===== config.mk =====
export PLATFORM = sky130hd
export DESIGN_NAME = dcache_reqqueue_flat
export DESIGN_NICKNAME = d
export VERILOG_FILES = /design/src/rtl/dcache_pkg.sv /design/src/rtl/dcache_reqqueue_if.sv /design/src/rtl/dcache_reqqueue_match.sv /design/src/rtl/dcache_reqqueue.sv /design/src/flat_wrapper.sv
export SDC_FILE = /design/constraint.sdc
export NUM_CORES = 2
export LEC_CHECK = 0
export CAP_MARGIN = 20
export CORE_MARGIN = 2
export CORE_UTILIZATION = 30
export CTS_CLUSTER_SIZE = 8
export DETAILED_ROUTE_END_ITERATION = 10
export PLACE_DENSITY = 0.43
export SLEW_MARGIN = 20
export SYNTH_ARGS = -nofsm -noshare
export SYNTH_HDL_FRONTEND = slang
export SYNTH_HIERARCHICAL = 1
export SYNTH_SLANG_ARGS = --single-unit
export TNS_END_PERCENT = 1

===== constraint.sdc =====
create_clock -name clk -period 9.59 [get_ports clk]
set_input_delay 2.877 -clock clk [delete_from_list [all_inputs] [get_ports clk]]
set_output_delay 2.877 -clock clk [all_outputs]
set_load 0.1 [all_outputs]

===== src/rtl/dcache_pkg.sv =====
// Shared definitions for the data-cache request queue: packed entry layout
// {wrreq, rdreq, be, addr, data} and word-address helper.
package dcache_pkg;

    function automatic int entry_bits(int databits, int addrbits);
        return databits + addrbits + databits / 8 + 2;
    endfunction

    function automatic int addr_lo(int databits);
        return databits;
    endfunction

    function automatic int be_lo(int databits, int addrbits);
        return databits + addrbits;
    endfunction

    function automatic int rdreq_bit(int databits, int addrbits);
        return databits + addrbits + databits / 8;
    endfunction

    function automatic int wrreq_bit(int databits, int addrbits);
        return databits + addrbits + databits / 8 + 1;
    endfunction

    // Lowest address bit that selects a data word rather than a byte in it.
    function automatic int word_lsb(int bebits);
        return $clog2(bebits);
    endfunction

endpackage


===== src/rtl/dcache_reqqueue_if.sv =====
// Request-queue bundle: the dcache controller side is master, the queue is slave.
interface dcache_reqqueue_if #(
    parameter int DATABITS  = 32,
    parameter int ADDRBITS  = 32,
    parameter int DEPTHBITS = 3
);
    localparam int BEBITS = DATABITS / 8;

    logic [DATABITS-1:0]  in_data;
    logic [ADDRBITS-1:0]  in_addr;
    logic [BEBITS-1:0]    in_be;
    logic                 in_rdreq;
    logic                 in_wrreq;
    logic                 push;
    logic                 pop;
    logic                 flush;
    logic                 out_valid;
    logic [DATABITS-1:0]  out_data;
    logic [ADDRBITS-1:0]  out_addr;
    logic [BEBITS-1:0]    out_be;
    logic                 out_rdreq;
    logic                 out_wrreq;
    logic                 full;
    logic                 almost_full;
    logic [DEPTHBITS:0]   level;
    logic                 overflow;
    logic                 underflow;
    logic [ADDRBITS-1:0]  lookup_addr;
    logic                 lookup_hit;
    logic [DATABITS-1:0]  lookup_data;
    logic [BEBITS-1:0]    lookup_be;

    modport master (
        output in_data, in_addr, in_be, in_rdreq, in_wrreq, push, pop, flush, lookup_addr,
        input  out_valid, out_data, out_addr, out_be, out_rdreq, out_wrreq,
               full, almost_full, level, overflow, underflow,
               lookup_hit, lookup_data, lookup_be
    );

    modport slave (
        input  in_data, in_addr, in_be, in_rdreq, in_wrreq, push, pop, flush, lookup_addr,
        output out_valid, out_data, out_addr, out_be, out_rdreq, out_wrreq,
               full, almost_full, level, overflow, underflow,
               lookup_hit, lookup_data, lookup_be
    );

endinterface


===== src/rtl/dcache_reqqueue_match.sv =====
// DEPTH-way word-address comparator over queued writes; the youngest match
// (closest to the write pointer) supplies data and byte enables.
module dcache_reqqueue_match
    import dcache_pkg::*;
#(
    parameter int DATABITS  = 32,
    parameter int ADDRBITS  = 32,
    parameter int DEPTHBITS = 3
) (
    input  logic [(2**DEPTHBITS)-1:0][entry_bits(DATABITS, ADDRBITS)-1:0] entries,
    input  logic [(2**DEPTHBITS)-1:0]  valid,
    input  logic [DEPTHBITS-1:0]       rd_ptr,
    input  logic [ADDRBITS-1:0]        lookup_addr,
    output logic                       hit,
    output logic [DATABITS-1:0]        data,
    output logic [DATABITS/8-1:0]      be
);
    localparam int DEPTH   = 2**DEPTHBITS;
    localparam int BEBITS  = DATABITS / 8;
    localparam int ADDR_LO = addr_lo(DATABITS);
    localparam int BE_LO   = be_lo(DATABITS, ADDRBITS);
    localparam int WR_BIT  = wrreq_bit(DATABITS, ADDRBITS);
    localparam int WL      = word_lsb(BEBITS);

    logic [DEPTHBITS-1:0] slot;
    logic                 unused_entries;
    logic                 unused_addr;

    // Byte-offset and read-flag bits take no part in the comparison.
    assign unused_entries = ^entries;
    assign unused_addr    = ^lookup_addr;

    // Walk oldest to youngest so the last match found wins.
    always_comb begin
        hit  = 1'b0;
        data = '0;
        be   = '0;
        slot = '0;
        for (int k = 0; k < DEPTH; k++) begin
            slot = rd_ptr + DEPTHBITS'(k);
            if (valid[slot] && entries[slot][WR_BIT] &&
                entries[slot][ADDR_LO+ADDRBITS-1:ADDR_LO+WL] == lookup_addr[ADDRBITS-1:WL]) begin
                hit  = 1'b1;
                data = entries[slot][DATABITS-1:0];
                be   = entries[slot][BE_LO +: BEBITS];
            end
        end
    end

endmodule


===== src/rtl/dcache_reqqueue.sv =====
// First-word-fall-through request queue between the dcache controller and the
// fill/writeback engine, with sticky error flags, flush and store-hazard lookup.
module dcache_reqqueue
    import dcache_pkg::*;
#(
    parameter int DATABITS    = 32,
    parameter int ADDRBITS    = 32,
    parameter int DEPTHBITS   = 3,
    parameter int AFULL_LEVEL = (2**DEPTHBITS) - 2
) (
    input  logic             clk,
    input  logic             reset_n,
    dcache_reqqueue_if.slave q
);
    localparam int DEPTH   = 2**DEPTHBITS;
    localparam int BEBITS  = DATABITS / 8;
    localparam int EW      = entry_bits(DATABITS, ADDRBITS);
    localparam int ADDR_LO = addr_lo(DATABITS);
    localparam int BE_LO   = be_lo(DATABITS, ADDRBITS);
    localparam int RD_BIT  = rdreq_bit(DATABITS, ADDRBITS);
    localparam int WR_BIT  = wrreq_bit(DATABITS, ADDRBITS);

    logic [DEPTH-1:0][EW-1:0] mem;
    logic [DEPTHBITS:0]       wr_ptr;
    logic [DEPTHBITS:0]       rd_ptr;
    logic [DEPTHBITS:0]       level;
    logic                     empty;
    logic                     full;
    logic                     do_push;
    logic                     do_pop;
    logic                     overflow_r;
    logic                     underflow_r;
    logic [EW-1:0]            head;
    logic [DEPTH-1:0]         valid_mask;
    logic [DEPTHBITS-1:0]     offset;

    assign level = wr_ptr - rd_ptr;
    assign empty = (wr_ptr == rd_ptr);
    assign full  = (wr_ptr[DEPTHBITS-1:0] == rd_ptr[DEPTHBITS-1:0]) &&
                   (wr_ptr[DEPTHBITS] != rd_ptr[DEPTHBITS]);

    // A push into a full queue succeeds when the head is leaving in the same cycle.
    assign do_pop  = q.pop && !empty;
    assign do_push = q.push && (!full || do_pop);

    always_ff @(posedge clk or negedge reset_n) begin
        if (!reset_n) begin
            wr_ptr      <= '0;
            rd_ptr      <= '0;
            overflow_r  <= 1'b0;
            underflow_r <= 1'b0;
        end else if (q.flush) begin
            rd_ptr      <= wr_ptr;
            overflow_r  <= 1'b0;
            underflow_r <= 1'b0;
        end else begin
            if (do_push)
                wr_ptr <= wr_ptr + 1'b1;
            if (do_pop)
                rd_ptr <= rd_ptr + 1'b1;
            if (q.push && !do_push)
                overflow_r <= 1'b1;
            if (q.pop && empty)
                underflow_r <= 1'b1;
        end
    end

    always_ff @(posedge clk) begin
        if (do_push && !q.flush)
            mem[wr_ptr[DEPTHBITS-1:0]] <= {q.in_wrreq, q.in_rdreq, q.in_be, q.in_addr, q.in_data};
    end

    assign head          = mem[rd_ptr[DEPTHBITS-1:0]];
    assign q.out_valid   = !empty;
    assign q.out_data    = empty ? '0 : head[DATABITS-1:0];
    assign q.out_addr    = empty ? '0 : head[ADDR_LO +: ADDRBITS];
    assign q.out_be      = empty ? '0 : head[BE_LO +: BEBITS];
    assign q.out_rdreq   = !empty && head[RD_BIT];
    assign q.out_wrreq   = !empty && head[WR_BIT];
    assign q.full        = full;
    assign q.almost_full = int'(level) >= AFULL_LEVEL;
    assign q.level       = level;
    assign q.overflow    = overflow_r;
    assign q.underflow   = underflow_r;

    // A slot is live when its distance from the read pointer is below the level.
    always_comb begin
        valid_mask = '0;
        offset     = '0;
        for (int i = 0; i < DEPTH; i++) begin
            offset        = DEPTHBITS'(i) - rd_ptr[DEPTHBITS-1:0];
            valid_mask[i] = {1'b0, offset} < level;
        end
    end

    dcache_reqqueue_match #(
        .DATABITS  (DATABITS),
        .ADDRBITS  (ADDRBITS),
        .DEPTHBITS (DEPTHBITS)
    ) u_match (
        .entries     (mem),
        .valid       (valid_mask),
        .rd_ptr      (rd_ptr[DEPTHBITS-1:0]),
        .lookup_addr (q.lookup_addr),
        .hit         (q.lookup_hit),
        .data        (q.lookup_data),
        .be          (q.lookup_be)
    );

endmodule


===== src/flat_wrapper.sv =====
// flat-port wrapper written by rule: the top's interface ports become plain ports
module dcache_reqqueue_flat import dcache_pkg::*;
#(
    parameter int DATABITS    = 32,
    parameter int ADDRBITS    = 32,
    parameter int DEPTHBITS   = 3,
    parameter int AFULL_LEVEL = (2**DEPTHBITS) - 2
)
  (clk, reset_n, q_in_data, q_in_addr, q_in_be, q_in_rdreq, q_in_wrreq, q_push, q_pop, q_flush, q_lookup_addr, q_out_valid, q_out_data, q_out_addr, q_out_be, q_out_rdreq, q_out_wrreq, q_full, q_almost_full, q_level, q_overflow, q_underflow, q_lookup_hit, q_lookup_data, q_lookup_be);
  dcache_reqqueue_if #(.DATABITS(DATABITS), .ADDRBITS(ADDRBITS), .DEPTHBITS(DEPTHBITS)) q_i ();
  input  logic clk;
  input  logic reset_n;
  input wire logic [$bits(q_i.in_data)-1:0] q_in_data;
  input wire logic [$bits(q_i.in_addr)-1:0] q_in_addr;
  input wire logic [$bits(q_i.in_be)-1:0] q_in_be;
  input wire logic [$bits(q_i.in_rdreq)-1:0] q_in_rdreq;
  input wire logic [$bits(q_i.in_wrreq)-1:0] q_in_wrreq;
  input wire logic [$bits(q_i.push)-1:0] q_push;
  input wire logic [$bits(q_i.pop)-1:0] q_pop;
  input wire logic [$bits(q_i.flush)-1:0] q_flush;
  input wire logic [$bits(q_i.lookup_addr)-1:0] q_lookup_addr;
  output wire logic [$bits(q_i.out_valid)-1:0] q_out_valid;
  output wire logic [$bits(q_i.out_data)-1:0] q_out_data;
  output wire logic [$bits(q_i.out_addr)-1:0] q_out_addr;
  output wire logic [$bits(q_i.out_be)-1:0] q_out_be;
  output wire logic [$bits(q_i.out_rdreq)-1:0] q_out_rdreq;
  output wire logic [$bits(q_i.out_wrreq)-1:0] q_out_wrreq;
  output wire logic [$bits(q_i.full)-1:0] q_full;
  output wire logic [$bits(q_i.almost_full)-1:0] q_almost_full;
  output wire logic [$bits(q_i.level)-1:0] q_level;
  output wire logic [$bits(q_i.overflow)-1:0] q_overflow;
  output wire logic [$bits(q_i.underflow)-1:0] q_underflow;
  output wire logic [$bits(q_i.lookup_hit)-1:0] q_lookup_hit;
  output wire logic [$bits(q_i.lookup_data)-1:0] q_lookup_data;
  output wire logic [$bits(q_i.lookup_be)-1:0] q_lookup_be;
  assign q_i.in_data = q_in_data;
  assign q_i.in_addr = q_in_addr;
  assign q_i.in_be = q_in_be;
  assign q_i.in_rdreq = q_in_rdreq;
  assign q_i.in_wrreq = q_in_wrreq;
  assign q_i.push = q_push;
  assign q_i.pop = q_pop;
  assign q_i.flush = q_flush;
  assign q_i.lookup_addr = q_lookup_addr;
  assign q_out_valid = q_i.out_valid;
  assign q_out_data = q_i.out_data;
  assign q_out_addr = q_i.out_addr;
  assign q_out_be = q_i.out_be;
  assign q_out_rdreq = q_i.out_rdreq;
  assign q_out_wrreq = q_i.out_wrreq;
  assign q_full = q_i.full;
  assign q_almost_full = q_i.almost_full;
  assign q_level = q_i.level;
  assign q_overflow = q_i.overflow;
  assign q_underflow = q_i.underflow;
  assign q_lookup_hit = q_i.lookup_hit;
  assign q_lookup_data = q_i.lookup_data;
  assign q_lookup_be = q_i.lookup_be;
  dcache_reqqueue #(.DATABITS(DATABITS), .ADDRBITS(ADDRBITS), .DEPTHBITS(DEPTHBITS), .AFULL_LEVEL(AFULL_LEVEL)) u_core (.clk(clk), .reset_n(reset_n), .q(q_i));
endmodule

==> results.toml <==
[timing]
fin_worst_skew_ns = 0.0350
setup_tns_ns = 0
slew_violations = 0
maxSlewHeadroom_pct = 26.1
tightest_slew_ns = 1.11
setup_violations = 0
fin_crit_sh_pct = 99.7
hold_violations = 0
period_needed_ns = 9.56
rsz0062_at_grt = "no"
fmax_mhz = 105

[clocking]
hold_buffers = 0
insertion_delay_ns = 0.70
cts.sinks = 570
cts_buffers = 84
root_buffer = "clkbuf_16"
cts_setup_buffers = 0
cts_tree = "built"
htreeDepth = 3
clockBufferDepth = 3
clk_pin_slew_ns = 0.05

[final_layout]
drive_above_1_share_pct = 28.2
mostFrequentLayoutCell = "mux4_2"
n_fill_cell = 15400
layout_common_cells = "656 x mux4_2, 627 x nand2_1, 560 x edfxtp_1"
finalNetCount = 4060
area_delta_synth_final_pct = 17.8

[detailed_routing]
vias = 37600
drt_wl_total_um = 194000
antenna_left = 0
routedWlPerCell_um = 32.0
detail_route.vias_per_cell = 6.20
first_pass_iters = 7
drt-initial-drc-count = 4093
drc = 0

[global_route]
grt_util_met1_pct = 32.7
grt_pass1_vias = 36100
antenna_found_initial = 23
use_met3_pct = 4.25
grt.total_usage_pct = 23.1
grt_overflow = 0
use_met2_pct = 35.4
grt_most_used_layer = "met2"
grt_pass1_wl_um = 272000
grt_max_degree = 166

[synth]
yosys_most_used_dff = "edfxtp_1"
async_flop_share_pct = 1.75
synth_edf_count = 560
yosys_warnings = 6
syn-num-nets = 3883
syn_avg_cell_area_um2 = 12.9
ys_seq_elements = 570
synth_cell_types = 85
netlist_instances = 3750
yosysSeqAreaShare_pct = 35.4
synth_area_um2 = 48200

[floorplan]
die_area_um2 = 164000
fp.dieH_um = 405
io_pins = 223
core_area_um2 = 160000
rows = 147
start_util_pct = 30.1
die_x_um = 405

[flow_run]
maxCapViolCount = 0

[setup_path]
worst-setup-path-type = "in -> out"
critPathMaxFanout = 14
crit_required_ns = 6.71
arrival_ns = 6.68
end_kind = "output port"
cp-start-kind = "primary input"

[min_path]
hp-class = "reg -> reg"

[run_status]
status = "finished, final reports clean"

[placement]
dp_hpwl_um = 125000
io_buffers = 220
routabilityCongestion = 0.996
==> cell type report <==
type	count	area [µm²]	share of cell area [%]
multi-input cells	2777	29300	51.6
flip-flops and latches	570	17100	30.1
clock buffers	110	2240	3.95
well taps	2086	2610	4.59
inverters	37	145	0.255
repair buffers	457	5220	9.19
diodes	6	15.0	0.0264
clock inverters	11	184	0.324
==> Yosys cell counts (all sizes together), types with 29 or more instances <==
| cell type | count | area share [%] |
|---|---|---|
| o221a | 37 | 0.86 |
| a22oi | 29 | 0.45 |
| nor3 | 54 | 0.62 |
| nand2 | 627 | 4.9 |
| buf | 215 | 2.9 |
| a21oi | 134 | 1.4 |
| mux2 | 35 | 0.82 |
| a32oi | 40 | 0.73 |
| a311oi | 40 | 0.73 |
| o31a | 36 | 0.65 |
| clkbuf | 151 | 1.2 |
| inv | 31 | 0.24 |
| mux4 | 656 | 31 |
| nor4 | 66 | 0.95 |
| nand4 | 33 | 0.43 |
| xnor2 | 212 | 3.9 |
| edfxtp | 560 | 35 |
| a22o | 72 | 1.3 |
| nand3 | 100 | 1.0 |
| nor2 | 45 | 0.38 |
| mux2i | 262 | 5.4 |
| xor2 | 66 | 1.2 |
==> cells by family (layout without fill, tap and decap cells) <==
logic type | Yosys count | after routing | share of synthesized area [%]
AO/OA/AOI/OAI | 520 | 520 | 8.24
XOR/XNOR | 278 | 278 | 5.10
adder cells (fa/ha/maj) | 26 | 26 | 0.690
buffers and inverters | 403 | 615 | 4.33
flip-flops | 570 | 570 | 35.4
multiplexers | 953 | 953 | 36.9
other | 0 | 6 | 0
AND/OR/NAND/NOR | 1000 | 1000 | 9.37
==> sequential cells by signal (all words and copies together) (netlist names) <==
register and flops:
u_core/mem 560, u_core/q.overflow 1, u_core/q.underflow 1, u_core/rd_ptr 4, u_core/wr_ptr 4
==> worst paths after layout <==
path,startpoint,end,cells past startpoint,slack [ns]
setup / recovery,q_lookup_addr[12],q_lookup_data[15],13,0.03
hold / removal,u_core/q.overflow$_DFFE_PN0P_,u_core/q.overflow$_DFFE_PN0P_,2,0.52
setup reg to reg,u_core/rd_ptr[0]$_DFFE_PN0P_,u_core/mem[4]$_DFFE_PP_,8,5.82
hold reg to reg,u_core/q.overflow$_DFFE_PN0P_,u_core/q.overflow$_DFFE_PN0P_,2,0.52
max in group asynchronous,reset_n,u_core/rd_ptr[0]$_DFFE_PN0P_,1,6.63
min in group asynchronous,reset_n,u_core/rd_ptr[1]$_DFFE_PN0P_,1,2.54
==> through the flow <==
step / setup slack, ns / area (µm²) / hold slack (ns) / util [%] / instances
final: 0.0334 / 56800 / 0.522 / 35.5 / 6054
after floorplan: 0.165 / 48200 / 0.545 / - / 3750
after global routing: 0.000844 / 56800 / 0.570 / 35.5 / 6050
after CTS: 0.0584 / 56700 / 0.518 / 35.4 / 6045
after global placement: 0.136 / 54300 / 0.497 / 33.9 / 5924
after detailed placement: 0.157 / 54300 / 0.503 / 33.9 / 5924
==> worst max-delay path, stage by stage <==
cell and delay [ns]:
clkdlybuf4s50_1 0.58, clkinv_1 0.28, o31ai_1 0.96, o41ai_1 0.18
o211ai_1 0.20, a2111oi_4 0.15, a21oi_4 0.21, buf_12 0.20
buf_12 0.15, nand2_1 0.05, o221a_1 0.24, o31a_1 0.37
buf_12 0.20
==> metal layers <==
layer,wire length (µm),vias up
met4,6140,32
met5,195,-
li1,-,15600
met2,88200,1724
met1,84200,19800
met3,15100,322
==> timing repair <==
action | CTS | global route
cloned | 0 | 1
setup endpoints to repair | 36 | 32
pin swaps | 0 | 1
resized for setup | 6 | 4
Power is left out: the tool's default activity adds up to more than one toggle a clock period on the data nets, which glitch-free logic cannot reach.
